## src/rtl/qq_decoder_if.sv

```systemverilog
// QQ decoder bus: code word in, recovered frame fields out.
// Master drives code words; slave is the decoder.
interface qq_decoder_if;
  logic [3:0] code_in;
  logic [3:0] para1_out;
  logic [5:0] para2_out;
  logic [5:0] para3_out;
  logic [2:0] found;
  logic [3:0] err;
  logic       frame_valid;
  logic       busy;
  logic [7:0] stray_cnt;

  modport master (
    output code_in,
    input  para1_out, para2_out, para3_out,
    input  found, err, frame_valid, busy, stray_cnt
  );

  modport slave (
    input  code_in,
    output para1_out, para2_out, para3_out,
    output found, err, frame_valid, busy, stray_cnt
  );
endinterface

```

## src/rtl/qq_decoder.sv

```systemverilog
// QQ marker decoder: frames on code_in[0], recovers
// para1/2/3 word indices and reports frame errors.
module qq_decoder (
  input  logic        clk_sys,
  input  logic        rst,
  qq_decoder_if.slave bus
);

  typedef enum logic [1:0] {
    IDLE,
    RUN,
    DONE
  } state_e;

  state_e     state_q, state_d;
  logic [4:0] idx_q, idx_d;
  logic       full_q, full_d;
  logic [3:0] cap1_q, cap1_d;
  logic [5:0] cap2_q, cap2_d;
  logic [5:0] cap3_q, cap3_d;
  logic [2:0] fnd_q, fnd_d;
  logic [3:0] er_q, er_d;
  logic [3:0] p1_q, p1_d;
  logic [5:0] p2_q, p2_d;
  logic [5:0] p3_q, p3_d;
  logic [2:0] found_q, found_d;
  logic [3:0] err_q, err_d;
  logic       fv_q, fv_d;
  logic [7:0] stray_q, stray_d;
  logic [2:0] mk;
  logic       start;
  logic       adv;

  // Next state, frame capture and result publication.
  always_comb begin
    state_d = state_q;
    idx_d   = idx_q;
    full_d  = full_q;
    cap1_d  = cap1_q;
    cap2_d  = cap2_q;
    cap3_d  = cap3_q;
    fnd_d   = fnd_q;
    er_d    = er_q;
    p1_d    = p1_q;
    p2_d    = p2_q;
    p3_d    = p3_q;
    found_d = found_q;
    err_d   = err_q;
    fv_d    = 1'b0;
    stray_d = stray_q;
    mk      = bus.code_in[3:1];
    start   = 1'b0;
    adv     = 1'b0;

    unique case (state_q)
      IDLE: begin
        if (bus.code_in[0]) begin
          start = 1'b1;
        end else if (mk != 3'b000 &&
                     stray_q != 8'hff) begin
          stray_d = stray_q + 8'd1;
        end
      end
      RUN: begin
        if (bus.code_in[0]) begin
          adv = 1'b1;
        end else begin
          state_d = DONE;
          p1_d    = cap1_q;
          p2_d    = cap2_q;
          p3_d    = cap3_q;
          found_d = fnd_q;
          err_d   = er_q;
          fv_d    = 1'b1;
        end
      end
      DONE: begin
        if (bus.code_in[0]) begin
          start = 1'b1;
        end else begin
          state_d = IDLE;
        end
      end
      default: state_d = IDLE;
    endcase

    if (start) begin
      state_d = RUN;
      idx_d   = 5'd0;
      full_d  = 1'b0;
      cap1_d  = 4'h0;
      cap2_d  = 6'h00;
      cap3_d  = 6'h00;
      fnd_d   = 3'b000;
      er_d    = 4'h0;
    end

    // full: index 31 already consumed; further words overflow.
    if (start || adv) begin
      if (full_d) begin
        er_d[3] = 1'b1;
      end else begin
        if ((mk & (mk - 3'd1)) != 3'b000) begin
          er_d[0] = 1'b1;
        end else if (mk != 3'b000) begin
          if ((fnd_d & mk) != 3'b000) begin
            er_d[1] = 1'b1;
          end else begin
            fnd_d = fnd_d | mk;
            if (mk[0]) begin
              cap1_d = idx_d[3:0];
              if (idx_d[4]) er_d[2] = 1'b1;
            end
            if (mk[1]) cap2_d = {1'b0, idx_d};
            if (mk[2]) cap3_d = {1'b0, idx_d};
          end
        end
        if (&idx_d) full_d = 1'b1;
        else idx_d = idx_d + 5'd1;
      end
    end
  end

  // State and output registers.
  always_ff @(posedge clk_sys or posedge rst) begin
    if (rst) begin
      state_q <= IDLE;
      idx_q   <= 5'd0;
      full_q  <= 1'b0;
      cap1_q  <= 4'h0;
      cap2_q  <= 6'h00;
      cap3_q  <= 6'h00;
      fnd_q   <= 3'b000;
      er_q    <= 4'h0;
      p1_q    <= 4'h0;
      p2_q    <= 6'h00;
      p3_q    <= 6'h00;
      found_q <= 3'b000;
      err_q   <= 4'h0;
      fv_q    <= 1'b0;
      stray_q <= 8'h00;
    end else begin
      state_q <= state_d;
      idx_q   <= idx_d;
      full_q  <= full_d;
      cap1_q  <= cap1_d;
      cap2_q  <= cap2_d;
      cap3_q  <= cap3_d;
      fnd_q   <= fnd_d;
      er_q    <= er_d;
      p1_q    <= p1_d;
      p2_q    <= p2_d;
      p3_q    <= p3_d;
      found_q <= found_d;
      err_q   <= err_d;
      fv_q    <= fv_d;
      stray_q <= stray_d;
    end
  end

  assign bus.para1_out   = p1_q;
  assign bus.para2_out   = p2_q;
  assign bus.para3_out   = p3_q;
  assign bus.found       = found_q;
  assign bus.err         = err_q;
  assign bus.frame_valid = fv_q;
  assign bus.busy        = (state_q == RUN);
  assign bus.stray_cnt   = stray_q;

endmodule

```

## src/flat_wrapper.sv

```systemverilog
// flat-port wrapper written by rule: the top's interface ports become plain ports
module qq_decoder_flat 
  (clk_sys, rst, bus_code_in, bus_para1_out, bus_para2_out, bus_para3_out, bus_found, bus_err, bus_frame_valid, bus_busy, bus_stray_cnt);
  qq_decoder_if bus_i ();
  input  logic clk_sys;
  input  logic rst;
  input wire logic [$bits(bus_i.code_in)-1:0] bus_code_in;
  output wire logic [$bits(bus_i.para1_out)-1:0] bus_para1_out;
  output wire logic [$bits(bus_i.para2_out)-1:0] bus_para2_out;
  output wire logic [$bits(bus_i.para3_out)-1:0] bus_para3_out;
  output wire logic [$bits(bus_i.found)-1:0] bus_found;
  output wire logic [$bits(bus_i.err)-1:0] bus_err;
  output wire logic [$bits(bus_i.frame_valid)-1:0] bus_frame_valid;
  output wire logic [$bits(bus_i.busy)-1:0] bus_busy;
  output wire logic [$bits(bus_i.stray_cnt)-1:0] bus_stray_cnt;
  assign bus_i.code_in = bus_code_in;
  assign bus_para1_out = bus_i.para1_out;
  assign bus_para2_out = bus_i.para2_out;
  assign bus_para3_out = bus_i.para3_out;
  assign bus_found = bus_i.found;
  assign bus_err = bus_i.err;
  assign bus_frame_valid = bus_i.frame_valid;
  assign bus_busy = bus_i.busy;
  assign bus_stray_cnt = bus_i.stray_cnt;
  qq_decoder u_core (.clk_sys(clk_sys), .rst(rst), .bus(bus_i));
endmodule
```

## config.mk

```make
export PLATFORM = sky130hd
export DESIGN_NAME = qq_decoder_flat
export DESIGN_NICKNAME = d
export VERILOG_FILES = /design/src/rtl/qq_decoder_if.sv /design/src/rtl/qq_decoder.sv /design/src/flat_wrapper.sv
export SDC_FILE = /design/constraint.sdc
export NUM_CORES = 1
export LEC_CHECK = 0
export ABC_AREA = 1
export BUFFER_PORTS_ARGS = -buffer_cell sky130_fd_sc_hd__buf_2
export CAP_MARGIN = 0
export CORE_ASPECT_RATIO = 0.5
export CORE_MARGIN = 8
export CORE_UTILIZATION = 40
export DETAILED_ROUTE_END_ITERATION = 10
export PLACE_DENSITY = 0.58
export REMOVE_ABC_BUFFERS = 1
export SYNTH_ARGS = -nofsm -noshare
export SYNTH_HDL_FRONTEND = slang
export SYNTH_SLANG_ARGS = --single-unit
```

## constraint.sdc

```tcl
create_clock -name clk_sys -period 2.9 [get_ports clk_sys]
set_clock_uncertainty 0.05 [all_clocks]
set_input_delay 0.435 -clock clk_sys [delete_from_list [all_inputs] [get_ports clk_sys]]
set_output_delay 0.435 -clock clk_sys [all_outputs]
set_load 0.02 [all_outputs]
```

==> impl_metrics.env <==
export IMPL_startpoint_type="flop"
export IMPL_initial_core_util_pct=42.11
export IMPL_antenna_found_initial=0
export IMPL_grt_first_pass_wirelength_um=11190
export IMPL_cts_setup_buffers=0
export IMPL_dp_slack_ns=0.6795
export IMPL_overflow=0
export IMPL_design_die_area_um2=10330
export IMPL_fp_coreArea_um2=6832
export IMPL_track_usage_pct=13.29
export IMPL_syn_to_final_growth_pct=20.57
export IMPL_required_ns=3.07
export IMPL_final_antenna_net_count=0
export IMPL_fin_nets=402
export IMPL_p_int_mw=1.718
export IMPL_io_pins=39
export IMPL_power_share_clock_pct=40.6
export IMPL_globalplace_congestion=0.8121
export IMPL_ys_types=27
export IMPL_hold_viol_final=0
export IMPL_status="completed"
export IMPL_synth_compound_area_share_pct=6.264
export IMPL_cp_max_fo=6
export IMPL_synth_simple_area_share_pct=30.10
export IMPL_wirelength_um=6329
export IMPL_startpoint="u_core.state_q[0]"
export IMPL_drv_slew=0
export IMPL_rsz0062_at_grt="false"
export IMPL_cts_tree="done"
export IMPL_ctsHoldBuffers=0
export IMPL_period_needed_ns=2.059
export IMPL_dpl_hpwl_um=4474
export IMPL_die_x_um=135.9
export IMPL_powerDensity_nw_per_um2=700.8
export IMPL_fillers=690
export IMPL_clk_latency_ns=0.32
export IMPL_yosys_warnings=0
export IMPL_synth_fa_ha_area_share_pct=0.8699
export IMPL_criticalPathCategory="flop to flop"
export IMPL_drc=0
export IMPL_power_static_leakage_nw=1.900
export IMPL_layout_setup_ws_ns=0.8413
export IMPL_numPortBuffers=38
export IMPL_tightest_slew_ns=0.5189
export IMPL_synth_area_per_cell_um2=8.242
export IMPL_dr_pass1_iters=4
export IMPL_drtIter0Drc=143
export IMPL_n_antenna_cell=0
export IMPL_finalSetupViolations=0
export IMPL_period_share_pct=70.99
export IMPL_synth_top_area_share_pct=54.81
export IMPL_synth_mux_area_share_pct=0
export IMPL_yosys_area_top_type="dfrtp_1"
export IMPL_avgRoutedWirePerCell_um=12.89
export IMPL_grt_pass1_vias=2422
export IMPL_p_sw_share_pct=29.32
export IMPL_end_kind="flop"
export IMPL_grt_max_degree=64
export IMPL_cts_resized=0
export IMPL_syn_inst=349
export IMPL_r2r_start="u_core.state_q[0]"
export IMPL_combinationalPowerShare_pct=16.6
export IMPL_synth_top_family_by_area="simple AND/OR/NAND/NOR gates"
export IMPL_cts_reportedPaths_clkPinSlew_ns=0.05
export IMPL_setup_tns_ns=0
export IMPL_power_switching_mw=0.7126
export IMPL_viasPerCell=4.707
export IMPL_netlist_area_um2=2877
export IMPL_clock_path_buffers=2
export IMPL_drive_gt1_share_pct=19.30
export IMPL_vdd_drop_max_v=0.0003766
export IMPL_die_h_um=75.97
export IMPL_ys_seq_area_share_pct=54.81
export IMPL_rows=21
export IMPL_maxCapViolations=0
export IMPL_cts_root_buf="clkbuf_16"
export IMPL_crit_arrival_ns=2.23
export IMPL_numCtsBuffers=9
export IMPL_synth_area_top_cells="dfrtp_1 55%, nand2_1 19%, inv_1 4.2%, o21ai_0 3.8%, nor2_1 3.7%"
export IMPL_fmax_mhz=485.7
export IMPL_vias=2311
export IMPL_synthXorXnorAreaFrac_pct=1.827
export IMPL_yosys_register_bits=63
export IMPL_seqPwrFrac_pct=42.8
export IMPL_max_slew_margin_pct=65.35
export IMPL_hold_class="primary input to asynchronous set/reset pin"
export IMPL_cts_sinks=63
export IMPL_htreeDepth=3
-- cells by family after synthesis --
kind of cell               after synthesis
AOI/OAI and AO/OA                       30
xor gates and xnor gates                 6
adders and majority gates                2
buffers and inverters                   44
DFF                                     63
and+or+nand+nor                        204
-- worst paths after layout --
path / endpoint / slack [ns] / cells after the start
setup / recovery: u_core.idx_q[1] / 0.84 / 10
hold / removal: u_core.bus.stray_cnt[3] / 0.12 / 3
setup reg to reg: u_core.idx_q[1] / 0.84 / 10
hold reg to reg: u_core.bus.para1_out[1] / 0.42 / 2
max in group asynchronous: u_core.fnd_q[0] / 2.40 / 3
min in group clk_sys: u_core.state_q[1] / 0.29 / 2
-- layout by cell type, fill, tap and decap left out, drive strengths merged --
cell type	instances
a31oi	1
inv	36
nand3	11
dfrtp	63
o31ai	1
clkinvlp	3
o21ai	24
nand4	7
a21oi	3
nand2	148
nor3	3
ha	2
nand3b	1
buf	42
clkinv	2
xnor2	4
nor2	34
o22ai	1
clkbuf	11
xor2	2
-- power groups by stage --
stage / registers [mW] / clock network (mW) / logic [mW]
final: 1.04 / 0.987 / 0.403
after global placement: 1.05 / 0 / 0.398
after CTS: 1.04 / 1.01 / 0.410
after detailed placement: 1.05 / 0 / 0.409
after global routing: 1.05 / 1.07 / 0.454
after floorplan: 1.11 / 0 / 0.208
-- metal layers --
layer / share of wire, % / GRT usage (%)
met1: 50 / 16.98
met2: 43 / 19.71
met3: 6.2 / 6.118
met4: 0.49 / 3.591
met5: 0 / 0
-- cell type report --
type                    instances  area, um^2  area share [%]
well taps                      92       115.1           3.319
clock inverters                 5       32.53          0.9379
flip-flops and latches         63        1577           45.45
multi-input cells             242        1124           32.40
clock buffers                  11       252.7           7.287
inverters                      36       135.1           3.896
repair buffers                 42       232.7           6.710
-- cells in the mapped netlist (all sizes together) --
cell type,number
nand2,148
dfrtp,63
inv,36
nor2,34
o21ai,24
nand3,11
nand4,7
buf,4
clkbuf,4
xnor2,4
a21oi,3
nor3,3
ha,2
xor2,2
a31oi,1
nand3b,1
o22ai,1
o31ai,1
-- flip-flops by register name, indices dropped and copies added (netlist names) --
name and flops:
u_core.bus.found 3, u_core.idx_q 5, u_core.full_q 1, u_core.bus.para3_out 6, u_core.fnd_q 3, u_core.cap1_q 4, u_core.bus.err 4, u_core.cap2_q 6
u_core.state_q 2, u_core.bus.stray_cnt 8, u_core.bus.para2_out 6, u_core.er_q 4, u_core.bus.frame_valid 1, u_core.bus.para1_out 4, u_core.cap3_q 6
-- worst max-delay path, stage by stage, from the launching register on --
cell      delay, ns
dfrtp_1        0.44
inv_1          0.09
nand2_1        0.19
nand2_1        0.10
inv_1          0.14
ha_1           0.19
nand2_1        0.07
nand3b_1       0.18
nor2_1         0.19
nor2_1         0.11
o21ai_0        0.22
-- metrics by stage --
stage	utilization, %	hold slack [ns]	cell area [um^2]	total power [mW]	std cells
after floorplan	-	0.3994	2835	1.317	341
after global placement	46.59	0.3976	3183	1.448	475
after detailed placement	46.59	0.4058	3183	1.463	475
after CTS	50.77	0.1324	3468	2.465	491
after global routing	50.77	0.1447	3468	2.574	491
final	50.77	0.1236	3468	2.430	491
(Power assumes the default switching activity.)
